<file path="config.mk">
export PLATFORM = sky130hd
export DESIGN_NAME = conbus_arb_rr_wd_flat
export DESIGN_NICKNAME = d
export VERILOG_FILES = /design/src/rtl/conbus_arb_rr_wd_if.sv /design/src/rtl/conbus_arb_rr_wd.sv /design/src/flat_wrapper.sv
export SDC_FILE = /design/constraint.sdc
export NUM_CORES = 1
export LEC_CHECK = 0
export CAP_MARGIN = 20
export CORE_ASPECT_RATIO = 1.5
export CORE_MARGIN = 2
export CORE_UTILIZATION = 54
export DETAILED_ROUTE_END_ITERATION = 16
export PLACE_DENSITY = 0.82
export SYNTH_ARGS = -nofsm -noshare
export SYNTH_HDL_FRONTEND = slang
export SYNTH_SLANG_ARGS = --single-unit
</file>
<file path="constraint.sdc">
create_clock -name sys_clk -period 4.8 [get_ports sys_clk]
set_input_delay 0.72 -clock sys_clk [delete_from_list [all_inputs] [get_ports sys_clk]]
set_output_delay 0.72 -clock sys_clk [all_outputs]
set_load 0.05 [all_outputs]
</file>
<file path="src/rtl/conbus_arb_rr_wd_if.sv">
// Shared-bus arbitration handshake between the conbus requesters and the arbiter.
// The arbiter takes the slave side; the bus fabric/requesters take the master side.
interface conbus_arb_rr_wd_if #(
   parameter int N_MASTERS = 5
);
   logic [N_MASTERS-1:0] req;
   logic                 bus_stb;
   logic                 bus_ack;
   logic [2:0]           gnt;
   logic                 gnt_valid;
   logic                 bus_err;

   modport slave  (input  req, bus_stb, bus_ack, output gnt, gnt_valid, bus_err);
   modport master (output req, bus_stb, bus_ack, input  gnt, gnt_valid, bus_err);
endinterface

</file>
<file path="src/rtl/conbus_arb_rr_wd.sv">
// Round-robin conbus arbiter: tenure held while CYC stays up, with a strobe watchdog
// that forces a one-cycle error termination and keeps timeout statistics.
module conbus_arb_rr_wd #(
   parameter int N_MASTERS = 5,
   parameter int TIMEOUT   = 1024,
   parameter int TO_CNT_W  = 8
) (
   input  logic                 sys_clk,
   input  logic                 sys_rst_n,
   conbus_arb_rr_wd_if.slave    bus,
   input  logic                 to_clr,
   output logic [2:0]           to_master,
   output logic [TO_CNT_W-1:0]  to_count
);
   localparam int WD_W = $clog2(TIMEOUT);
   localparam logic [WD_W-1:0] WD_MAX = WD_W'(TIMEOUT - 1);

   typedef enum logic [1:0] {IDLE, OWN, ERR} state_t;

   state_t              state_q, state_d;
   logic [2:0]          gnt_q, gnt_d;
   logic                gnt_valid_q, gnt_valid_d;
   logic                bus_err_q, bus_err_d;
   logic [WD_W-1:0]     wd_q, wd_d;
   logic [2:0]          to_master_q, to_master_d;
   logic [TO_CNT_W-1:0] to_count_q, to_count_d;
   logic [2:0]          pick, idx;
   logic                found;

   // Search starts one past the owner so the owner itself is considered last.
   always_comb begin
      pick  = gnt_q;
      found = 1'b0;
      idx   = '0;
      for (int k = 1; k <= N_MASTERS; k++) begin
         idx = 3'((int'(gnt_q) + k) % N_MASTERS);
         if (!found && bus.req[idx]) begin
            pick  = idx;
            found = 1'b1;
         end
      end
   end

   always_comb begin
      state_d     = state_q;
      gnt_d       = gnt_q;
      wd_d        = '0;
      to_master_d = to_master_q;
      to_count_d  = to_count_q;
      unique case (state_q)
         IDLE: begin
            if (|bus.req) begin
               state_d = OWN;
               gnt_d   = pick;
            end
         end
         OWN: begin
            if (bus.bus_stb && !bus.bus_ack) begin
               if (wd_q == WD_MAX) state_d = ERR;
               else                wd_d    = wd_q + 1'b1;
            end
            // A pending timeout wins; the CYC drop is picked up after the ERR cycle.
            if (state_d != ERR && !bus.req[gnt_q]) begin
               if (|bus.req) gnt_d   = pick;
               else          state_d = IDLE;
               wd_d = '0;
            end
         end
         ERR: begin
            state_d     = OWN;
            to_master_d = gnt_q;
            to_count_d  = (&to_count_q) ? to_count_q : to_count_q + 1'b1;
         end
         default: state_d = IDLE;
      endcase
      if (to_clr) to_count_d = (state_q == ERR) ? TO_CNT_W'(1) : '0;
      gnt_valid_d = (state_d != IDLE);
      bus_err_d   = (state_d == ERR);
   end

   always_ff @(posedge sys_clk or negedge sys_rst_n) begin
      if (!sys_rst_n) begin
         state_q     <= IDLE;
         gnt_q       <= 3'(N_MASTERS - 1);
         gnt_valid_q <= 1'b0;
         bus_err_q   <= 1'b0;
         wd_q        <= '0;
         to_master_q <= '0;
         to_count_q  <= '0;
      end else begin
         state_q     <= state_d;
         gnt_q       <= gnt_d;
         gnt_valid_q <= gnt_valid_d;
         bus_err_q   <= bus_err_d;
         wd_q        <= wd_d;
         to_master_q <= to_master_d;
         to_count_q  <= to_count_d;
      end
   end

   assign bus.gnt       = gnt_q;
   assign bus.gnt_valid = gnt_valid_q;
   assign bus.bus_err   = bus_err_q;
   assign to_master     = to_master_q;
   assign to_count      = to_count_q;
endmodule

</file>
<file path="src/flat_wrapper.sv">
// flat-port wrapper written by rule: the top's interface ports become plain ports
module conbus_arb_rr_wd_flat 
#(
   parameter int N_MASTERS = 5,
   parameter int TIMEOUT   = 1024,
   parameter int TO_CNT_W  = 8
)
  (sys_clk, sys_rst_n, to_clr, to_master, to_count, bus_req, bus_bus_stb, bus_bus_ack, bus_gnt, bus_gnt_valid, bus_bus_err);
  conbus_arb_rr_wd_if #(.N_MASTERS(N_MASTERS)) bus_i ();
  input  logic sys_clk;
  input  logic sys_rst_n;
  input  logic to_clr;
  output logic [2:0] to_master;
  output logic [TO_CNT_W-1:0] to_count;
  input wire logic [$bits(bus_i.req)-1:0] bus_req;
  input wire logic [$bits(bus_i.bus_stb)-1:0] bus_bus_stb;
  input wire logic [$bits(bus_i.bus_ack)-1:0] bus_bus_ack;
  output wire logic [$bits(bus_i.gnt)-1:0] bus_gnt;
  output wire logic [$bits(bus_i.gnt_valid)-1:0] bus_gnt_valid;
  output wire logic [$bits(bus_i.bus_err)-1:0] bus_bus_err;
  assign bus_i.req = bus_req;
  assign bus_i.bus_stb = bus_bus_stb;
  assign bus_i.bus_ack = bus_bus_ack;
  assign bus_gnt = bus_i.gnt;
  assign bus_gnt_valid = bus_i.gnt_valid;
  assign bus_bus_err = bus_i.bus_err;
  conbus_arb_rr_wd #(.N_MASTERS(N_MASTERS), .TIMEOUT(TIMEOUT), .TO_CNT_W(TO_CNT_W)) u_core (.sys_clk(sys_clk), .sys_rst_n(sys_rst_n), .bus(bus_i), .to_clr(to_clr), .to_master(to_master), .to_count(to_count));
endmodule
</file>
After elaboration in Yosys (flattened, before gate mapping)
Index checks and enable logic that the tools add are counted.
{ "word_totals": {"register_bits": 28, "latch_bits": 0, "mem_bits_rw": 0, "rom_bits": 0, "in_bits": 10, "output_inout_bits": 16, "elab_cells": 91, "n_memories": 0} }
{ "classes": {"n_addsub": 7, "n_mul": 0, "div": 5, "order_cmp": 6, "n_eq_ne": 7, "shift": 0, "n_mux": 39, "n_bitwise": 0, "reduce_logical": 20} }
{ "op_table": {"columns": ["operator", "count"], "rows": [
  ["$mod 32x4->32 const B", 5],
  ["$mux 10", 4],
  ["$lt 3x4->1 const B", 6],
  ["$mux 8", 3],
  ["$mux 3", 7],
  ["$bmux 1 s3", 6],
  ["$mux 2", 6],
  ["$mux 1", 11],
  ["$add 10x1->10 const B", 1],
  ["$eq 10x10->1 const B", 1],
  ["$add 3x2->4 const B", 2],
  ["$add 3x3->4 const B", 2],
  ["$add 8x1->8 const B", 1],
  ["$reduce_and 8->1", 1],
  ["$logic_and 1x1->1", 6],
  ["$logic_not 1->1", 6],
  ["$pmux 2 s3", 1],
  ["$pmux 3 s2", 1],
  ["$reduce_bool 2->1", 3],
  ["$reduce_or 5->1", 1],
  ["$add 3x1->4 const B", 1],
  ["$eq 2x2->1 const B", 2],
  ["$ne 2x2->1 const B", 2],
  ["$reduce_and 2->1", 2],
  ["3 further kinds", 3]
]} }

Depth between registers and ports, before layout
Gate-level depths: netlist of the first run.
{ "logic_depth": {"depth_word": 20, "depth_mapped": 19, "mapped_depth_nobuf": 16} }

Worst setup path before layout of the first run
OpenSTA, ideal clock, no wires.
{ "synth_timing": {"path_kind": "reg-to-reg", "start": "register u_core.gnt_q[0] (netlist: u_core.bus.gnt[0])", "end": "register u_core.gnt_q[1] (netlist: u_core.bus.gnt[1])", "setup_time_ps": 122, "t_arrival_ps": 4918, "required_ps": 4678, "setup_slack_ps": -240, "stages_incl_launch_ff": 19, "n_path_buf": 3, "synth_period_minus_slack_ps": 5040, "cell_sequence": "dfrtp_1 -> buf_2 -> inv_1 -> buf_1 -> clkbuf_1 -> ha_1 -> ha_1 -> nor4b_1 -> nor3_1 -> xnor2_1 -> ha_1 -> nand2b_1 -> a31oi_2 -> mux2i_1 -> o32ai_1 -> a21oi_1 -> or3_1 -> a21oi_1 -> a2111oi_1"} }
{ "synth_via": {"elab_chain_cells": 20, "elab_cells_between_ends": 46, "cone_classes": "add/sub: 5; div: 5; eq/ne: 1; mux: 24; reduce/logical: 11"} }
{ "synth_rtl": {"columns": ["element", "line_no", "rtl"], "rows": [
  ["from (decl)", "conbus_arb_rr_wd.sv:21", "logic [2:0] gnt_q, gnt_d;"],
  ["from (signal assigned)", "conbus_arb_rr_wd.sv:84", "gnt_q <= 3'(N_MASTERS - 1);"],
  ["from (signal assigned)", "conbus_arb_rr_wd.sv:92", "gnt_q <= gnt_d;"],
  ["$add 3x1->4", "conbus_arb_rr_wd.sv:36", "idx = 3'((int'(gnt_q) + k) % N_MASTERS);"],
  ["$mod 32x4->32", "conbus_arb_rr_wd.sv:36", null],
  ["$bmux 1 s3", "conbus_arb_rr_wd.sv:37", "if (!found && bus.req[idx]) begin"],
  ["$mux 1 (not written as such)", "conbus_arb_rr_wd.sv:37", null],
  ["$mux 1", "conbus_arb_rr_wd.sv:37", null],
  ["$logic_not 1->1", "conbus_arb_rr_wd.sv:37", null],
  ["$logic_and 1x1->1", "conbus_arb_rr_wd.sv:37", null],
  ["$mux 1", "conbus_arb_rr_wd.sv:37", null],
  ["(+4 left out)", null, null],
  ["$logic_and 1x1->1", "conbus_arb_rr_wd.sv:37", null],
  ["$mux 1", "conbus_arb_rr_wd.sv:37", null],
  ["$logic_not 1->1", "conbus_arb_rr_wd.sv:37", null],
  ["$logic_and 1x1->1", "conbus_arb_rr_wd.sv:37", null],
  ["$mux 3", "conbus_arb_rr_wd.sv:37", null],
  ["$mux 3", "conbus_arb_rr_wd.sv:52, conbus_arb_rr_wd.sv:64", null],
  ["$mux 3", "conbus_arb_rr_wd.sv:63", "if (state_d != ERR && !bus.req[gnt_q]) begin"],
  ["$pmux 3 s2", "conbus_arb_rr_wd.sv:50", "unique case (state_q)"]
]} }
Parallel ways exist; a longest one is shown, timed or not. The select of a mux whose other input is x is not followed.
A chain may end at the register's enable or synchronous reset.

Final worst setup path of the first run
{ "layout_timing": {"start": "register u_core.gnt_q[1] (netlist: u_core.bus.gnt[1])", "end": "register u_core.gnt_q[1] (netlist: u_core.bus.gnt[1])"} }
The elaborated chain is that of the path after synthesis.

==> results.yml, run 1 <==
run_status:
  outcome: "finished, final reports clean"
sta:
  fmax_ghz: 0.227
  period_share_pct: 91.6
  finClkSkew_ns: 0.00979
  finalSetupTns_ns: 0
  tightestPinTransition_ns: 0.817
  hold_viol: 0
  finalSetupViolations: 0
  grt_setup_unrepaired: "no"
  min_period_ns: 4.40
  slew_violations: 0
  timing.slew.headroom_pct: 45.0
routing:
  wl_um: 8530
  drt_iter0_drc: 218
  drc: 0
  ant_nets: 0
  vias: 3308
  vias_per_cell: 6.49
  first_pass_iters: 6
  wire_per_inst_um: 16.7
setup_path:
  crit_path_frequent_cell: "ha_1"
  rr_worst_depth: 16
  start_kind: "flop"
  path_max_fanout: 14
  cp.arrival_ns: 4.56
  crit_family: "compound AO/OA/AOI/OAI gates"
  path_class: "reg -> reg"
  end_kind: "flop"
  cp_slowest_cell: "ha_1"
  crit_chain: "clkinv_1 > ha_1 > ha_1 > nor4b_1 > buf_4 > nor3_1 > xnor2_1 > ha_1 > nand2b_1 > a31oi_2 > mux2i_1 > o32ai_1 > a21oi_1 > or3_1 > a21oi_1 > a2111oi_1"
  crit_buf_inv: 2
  critPathMaxStageDelay_ns: 0.48
  required_ns: 4.96
  cp.depth: 16
cts:
  cts.path.max_buffers: 2
  post_cts_buffers: 0
  ctsRootBufferMaster: "clkbuf_8"
  clkSinkCount: 28
  cts_tree: "yes"
  cts_resized: 0
  clk_latency_ns: 0.27
  h-tree-depth: 1
  clk_pin_slew_ns: 0.10
  holdBufCountCts: 0
  cts_buffers: 3
logic_synthesis:
  synth_seq_cells: 28
  ys_types: 79
  yosysWarnings: 0
  yosysTopAreaCell: "dfrtp_1"
  netlist.area_leader.share_pct: 20.5
  yosys-top-cells-area: "dfrtp_1 (21%), ha_1 (9.5%), nor2_1 (5.5%)"
  syn_avg_cell_area_um2: 7.84
  synth_fp_nets: 455
  netlist_area_mm2: 0.00329
  synth_edf_count: 0
  syn_inst: 420
  synthArstFlopShare_pct: 100
  synth_ff_type: "dfrtp_1"
  synth-seq-area-share_pct: 21.3
finish:
  drive_gt1_share_pct: 9.36
  fill_cells: 522
  syn_to_final_growth_pct: 12.7
  nNetsFinal: 474
  fin_area_mm2: 0.00371
  layout_common_cells: "nor2_1 (48), nand2_1 (32), dfrtp_1 (26), ha_1 (25), clkdlybuf4s50_1 (25)"
  layout_commonest_cell: "nor2_1"
  diodes: 0
placement:
  hpwlAfterDp_um: 6380
  place.gp.congestion: 0.943
  placed_area_mm2: 0.00363
  port_buffers: 25
global_route:
  grt_antenna_before_repair: 0
  grt_overflow: 0
  grt_usage_pct: 26.4
  grt_pass1_wl_um: 14100
  grt_pass1_vias: 3110
  grt_max_degree: 29
floorplanning:
  dieArea_mm2: 0.00675
  ios: 26
  core_area_mm2: 0.00583
  start_util_pct: 56.5
  die_x_um: 67.8
  die_y_um: 99.6
  row_count: 34
min_path:
  hold_class: "reg -> reg"
  min_delay_path_depth: 2
run:
  maxCapViolations: 0
## stage by stage
| stage | std cells | hold WS [ns] | setup WS, ns | utilization [%] |
|---|---|---|---|---|
| floorplan | 420 | 0.424 | 0.0425 | - |
| global placement | 506 | 0.470 | 0.595 | 62.3 |
| detailed placement | 506 | 0.476 | 0.289 | 62.3 |
| CTS | 510 | 0.496 | 0.253 | 63.5 |
| global route | 510 | 0.535 | 0.0310 | 63.6 |
| finish | 510 | 0.489 | 0.402 | 63.6 |
## synth_stat cells, types with 10 or more instances
cell and count:
dfrtp_1 27, inv_1 19, clkbuf_1 11, xor2_1 10
buf_2 10, a21oi_1 18, ha_1 25, xnor2_1 14
nand2b_1 10, nor2_1 48, mux2i_1 12, nand4_1 10
nand2_1 32, o21ai_0 24, nor3_1 13
## cell families after synthesis
group                    count (synthesis)  synth area share [%]
AO/OA/AOI/OAI                          106                  23.0
XOR/XNOR                                24                  6.39
adder cells (fa/ha/maj)                 25                  9.50
buffers and inverters                   48                  5.89
flip-flops                              28                  21.3
multiplexers                            17                  6.50
AND/OR/NAND/NOR                        172                  27.4
## final timing paths
check	from	to	slack, ns
setup / recovery	u_core.bus.gnt[1]$_DFFE_PN0P_	u_core.bus.gnt[1]$_DFFE_PN0P_	0.40
hold / removal	u_core.to_master[1]$_DFFE_PN0P_	u_core.to_master[1]$_DFFE_PN0P_	0.49
setup reg to reg	u_core.bus.gnt[1]$_DFFE_PN0P_	u_core.bus.gnt[1]$_DFFE_PN0P_	0.40
hold reg to reg	u_core.to_master[1]$_DFFE_PN0P_	u_core.to_master[1]$_DFFE_PN0P_	0.49
max in group asynchronous	sys_rst_n	u_core.bus.gnt[2]$_DFFE_PN1P_	3.69
min in group asynchronous	sys_rst_n	u_core.wd_q[5]$_DFF_PN0_	0.81
## sequential cells by signal, indices dropped and copies added, names as in the netlist
name                  cells
u_core.bus.gnt            3
u_core.state_q            2
u_core.to_count           8
u_core.bus.bus_err        1
u_core.bus.gnt_valid      1
u_core.to_master          3
u_core.wd_q              10
## final cells by class
class,instances,area (um2),area share [%]
multi-input cells,344,2400,64.8
flip-flops and latches,28,703,19.0
repair buffers,39,355,9.58
well taps,72,90.1,2.43
inverters,23,86.3,2.33
clock buffers,3,41.3,1.11
clock inverters,1,30.0,0.810
## metal layers
| layer | global-route usage, % | part of all wire, % | up-vias |
|---|---|---|---|
| met5 | 0 | 0 | - |
| met4 | 15.9 | 4.9 | 0 |
| met3 | 1.47 | 5.7 | 40 |
| met2 | 45.1 | 51 | 145 |
| met1 | 31.5 | 38 | 1540 |
| li1 | - | - | 1583 |
## worst min-delay path: stages (launching register included)
cell	delay, ns
dfrtp_1	0.35
nand2_1	0.04
o21ai_0	0.06
Power of run 1 is not shown: default switching activity piles up to over one toggle a cycle in this logic, so the estimate is an artifact.
==> run 2: changes to the inputs <==
- RECOVER_POWER: default -> 50
==> run 2 against run 1 <==
Effect of this change:
- die area did not move
- register-to-register slack hardly changed
- hold slack hardly changed
- global-route usage unchanged
- clock-buffer cell count is the same
- largest cell class unchanged
- final area down 0.20%
- flip-flop and latch count did not move
- worst setup slack improved by 0.015 ns
==> results.yml, run 2 (same netlist as run 1, synthesis figures left out) <==
min_path:
  hold_class: "reg -> reg"
  min_from: "u_core.to_master[1]$_DFFE_PN0P_"
  min_delay_path_depth: 2
  whs_endpoint: "u_core.to_master[1]$_DFFE_PN0P_"
sta:
  grt_setup_unrepaired: "no"
  finClkSkew_ns: 0.00930
  fmax_ghz: 0.228
  tightestPinTransition_ns: 1.44
  timing.slew.headroom_pct: 4.24
  slew_violations: 0
  hold_viol: 0
  min_period_ns: 4.38
  finalSetupTns_ns: 0
  finalSetupViolations: 0
  period_share_pct: 91.3
routing:
  ant_nets: 0
  wl_met3_um: 453
  top_layer_used: "met4"
  drc: 0
  first_pass_iters: 5
  vias: 3268
  wl_um: 8490
  drt_iter0_drc: 213
  wl_met2_um: 4340
  vias_per_cell: 6.41
  wire_per_inst_um: 16.7
  wl_met1_um: 3310
cts:
  h-tree-depth: 1
  clk_pin_slew_ns: 0.10
  cts.path.max_buffers: 2
  post_cts_buffers: 0
  cts_tree: "yes"
  ctsRootBufferMaster: "clkbuf_8"
  clk_latency_ns: 0.27
  cts_buffers: 3
  clkSinkCount: 28
floorplanning:
  row_count: 34
  dieArea_mm2: 0.00675
  core_area_mm2: 0.00583
  start_util_pct: 56.5
  die_x_um: 67.8
  die_y_um: 99.6
  ios: 26
setup_path:
  r2r-start: "u_core.bus.gnt[1]$_DFFE_PN0P_"
  path_class: "reg -> reg"
  end_kind: "flop"
  r2r_setup_slack_ns: 0.42
  required_ns: 4.96
  start_kind: "flop"
  rr_worst_depth: 16
  cp.arrival_ns: 4.55
  path_max_fanout: 14
  worstReg2RegEnd: "u_core.bus.gnt[1]$_DFFE_PN0P_"
finish:
  top_register: "u_core.wd_q"
  nNetsFinal: 474
  drive_gt1_share_pct: 8.90
  diodes: 0
  largest_reg_flops: 10
  layout_commonest_cell: "nor2_1"
  fill_cells: 522
  layout_common_cells: "nor2_1 (48), nand2_1 (32), dfrtp_1 (26), ha_1 (25)"
  final_util_pct: 63.5
  syn_to_final_growth_pct: 12.4
global_route:
  grt_pass1_wl_um: 14100
  grt_pass1_vias: 3110
  grt_max_degree: 29
  grt_usage_pct: 26.4
  grt_overflow: 0
  grt_antenna_before_repair: 0
run:
  maxCapViolations: 0
placement:
  port_buffers: 25
  place.gp.congestion: 0.943
  hpwlAfterDp_um: 6380
run_status:
  outcome: "finished, final reports clean"
-- run 2: final cells by class --
class / instances / area [um2] / share of cell area, %
Sequential cell: 28 / 703 / 19.0
Multi-Input combinational cell: 344 / 2400 / 64.9
Tap cell: 72 / 90.1 / 2.43
Timing Repair Buffer: 39 / 348 / 9.40
Inverter: 23 / 86.3 / 2.33
Clock inverter: 1 / 30.0 / 0.811
Clock buffer: 3 / 41.3 / 1.12
-- run 2: how the worst max path moves through the flow --
stage	from	to	slack, ns	cells after the start
after floorplan	u_core.bus.gnt[0]$_DFFE_PN0P_	u_core.bus.gnt[1]$_DFFE_PN0P_	0.04	18
after global placement	u_core.bus.gnt[1]$_DFFE_PN0P_	u_core.bus.gnt[1]$_DFFE_PN0P_	0.59	15
after detailed placement	u_core.bus.gnt[1]$_DFFE_PN0P_	u_core.bus.gnt[1]$_DFFE_PN0P_	0.29	15
after CTS	u_core.bus.gnt[1]$_DFFE_PN0P_	u_core.bus.gnt[1]$_DFFE_PN0P_	0.25	15
after global routing	u_core.bus.gnt[1]$_DFFE_PN0P_	u_core.bus.gnt[1]$_DFFE_PN0P_	0.03	16
final	u_core.bus.gnt[1]$_DFFE_PN0P_	u_core.bus.gnt[1]$_DFFE_PN0P_	0.42	16
-- run 2: what timing repair did --
item	CTS	global route
hold buffers	0	0
gates resized for setup	0	1
endpoints found under the setup margin	0	1
-- run 2: worst max-delay path, cell delays in order (launching register included) --
cell	delay (ns)
dfrtp_1	0.47
clkinv_1	0.12
ha_1	0.47
ha_1	0.38
nor4b_1	0.28
buf_4	0.18
nor3_1	0.06
xnor2_1	0.34
ha_1	0.26
nand2b_1	0.08
a31oi_2	0.41
mux2i_1	0.23
o32ai_1	0.10
a21oi_1	0.37
or3_1	0.17
a21oi_1	0.06
a2111oi_1	0.30
-- run 2: layer usage --
metal / up-vias / track usage (%)
li1: 1584 / -
met1: 1529 / 31.5
met2: 123 / 45.1
met3: 32 / 1.47
met4: 0 / 15.9
met5: - / 0
-- run 2: through the flow --
step | instance area, um2 | instances | setup slack [ns] | hold slack, ns
floorplan | 3290 | 420 | 0.0425 | 0.424
global placement | 3630 | 506 | 0.595 | 0.470
detailed placement | 3630 | 506 | 0.289 | 0.476
CTS | 3700 | 510 | 0.253 | 0.496
global route | 3700 | 510 | 0.0324 | 0.535
finish | 3700 | 510 | 0.417 | 0.489
Power of run 2 is left out for the same reason.
==> run 3: changes to the inputs <==
- HOLD_SLACK_MARGIN: default -> 0.12
==> results of run 3 <==
Final layout, timing and power as in run 2 (identical DEF).
Power of run 3 is left out for the same reason.
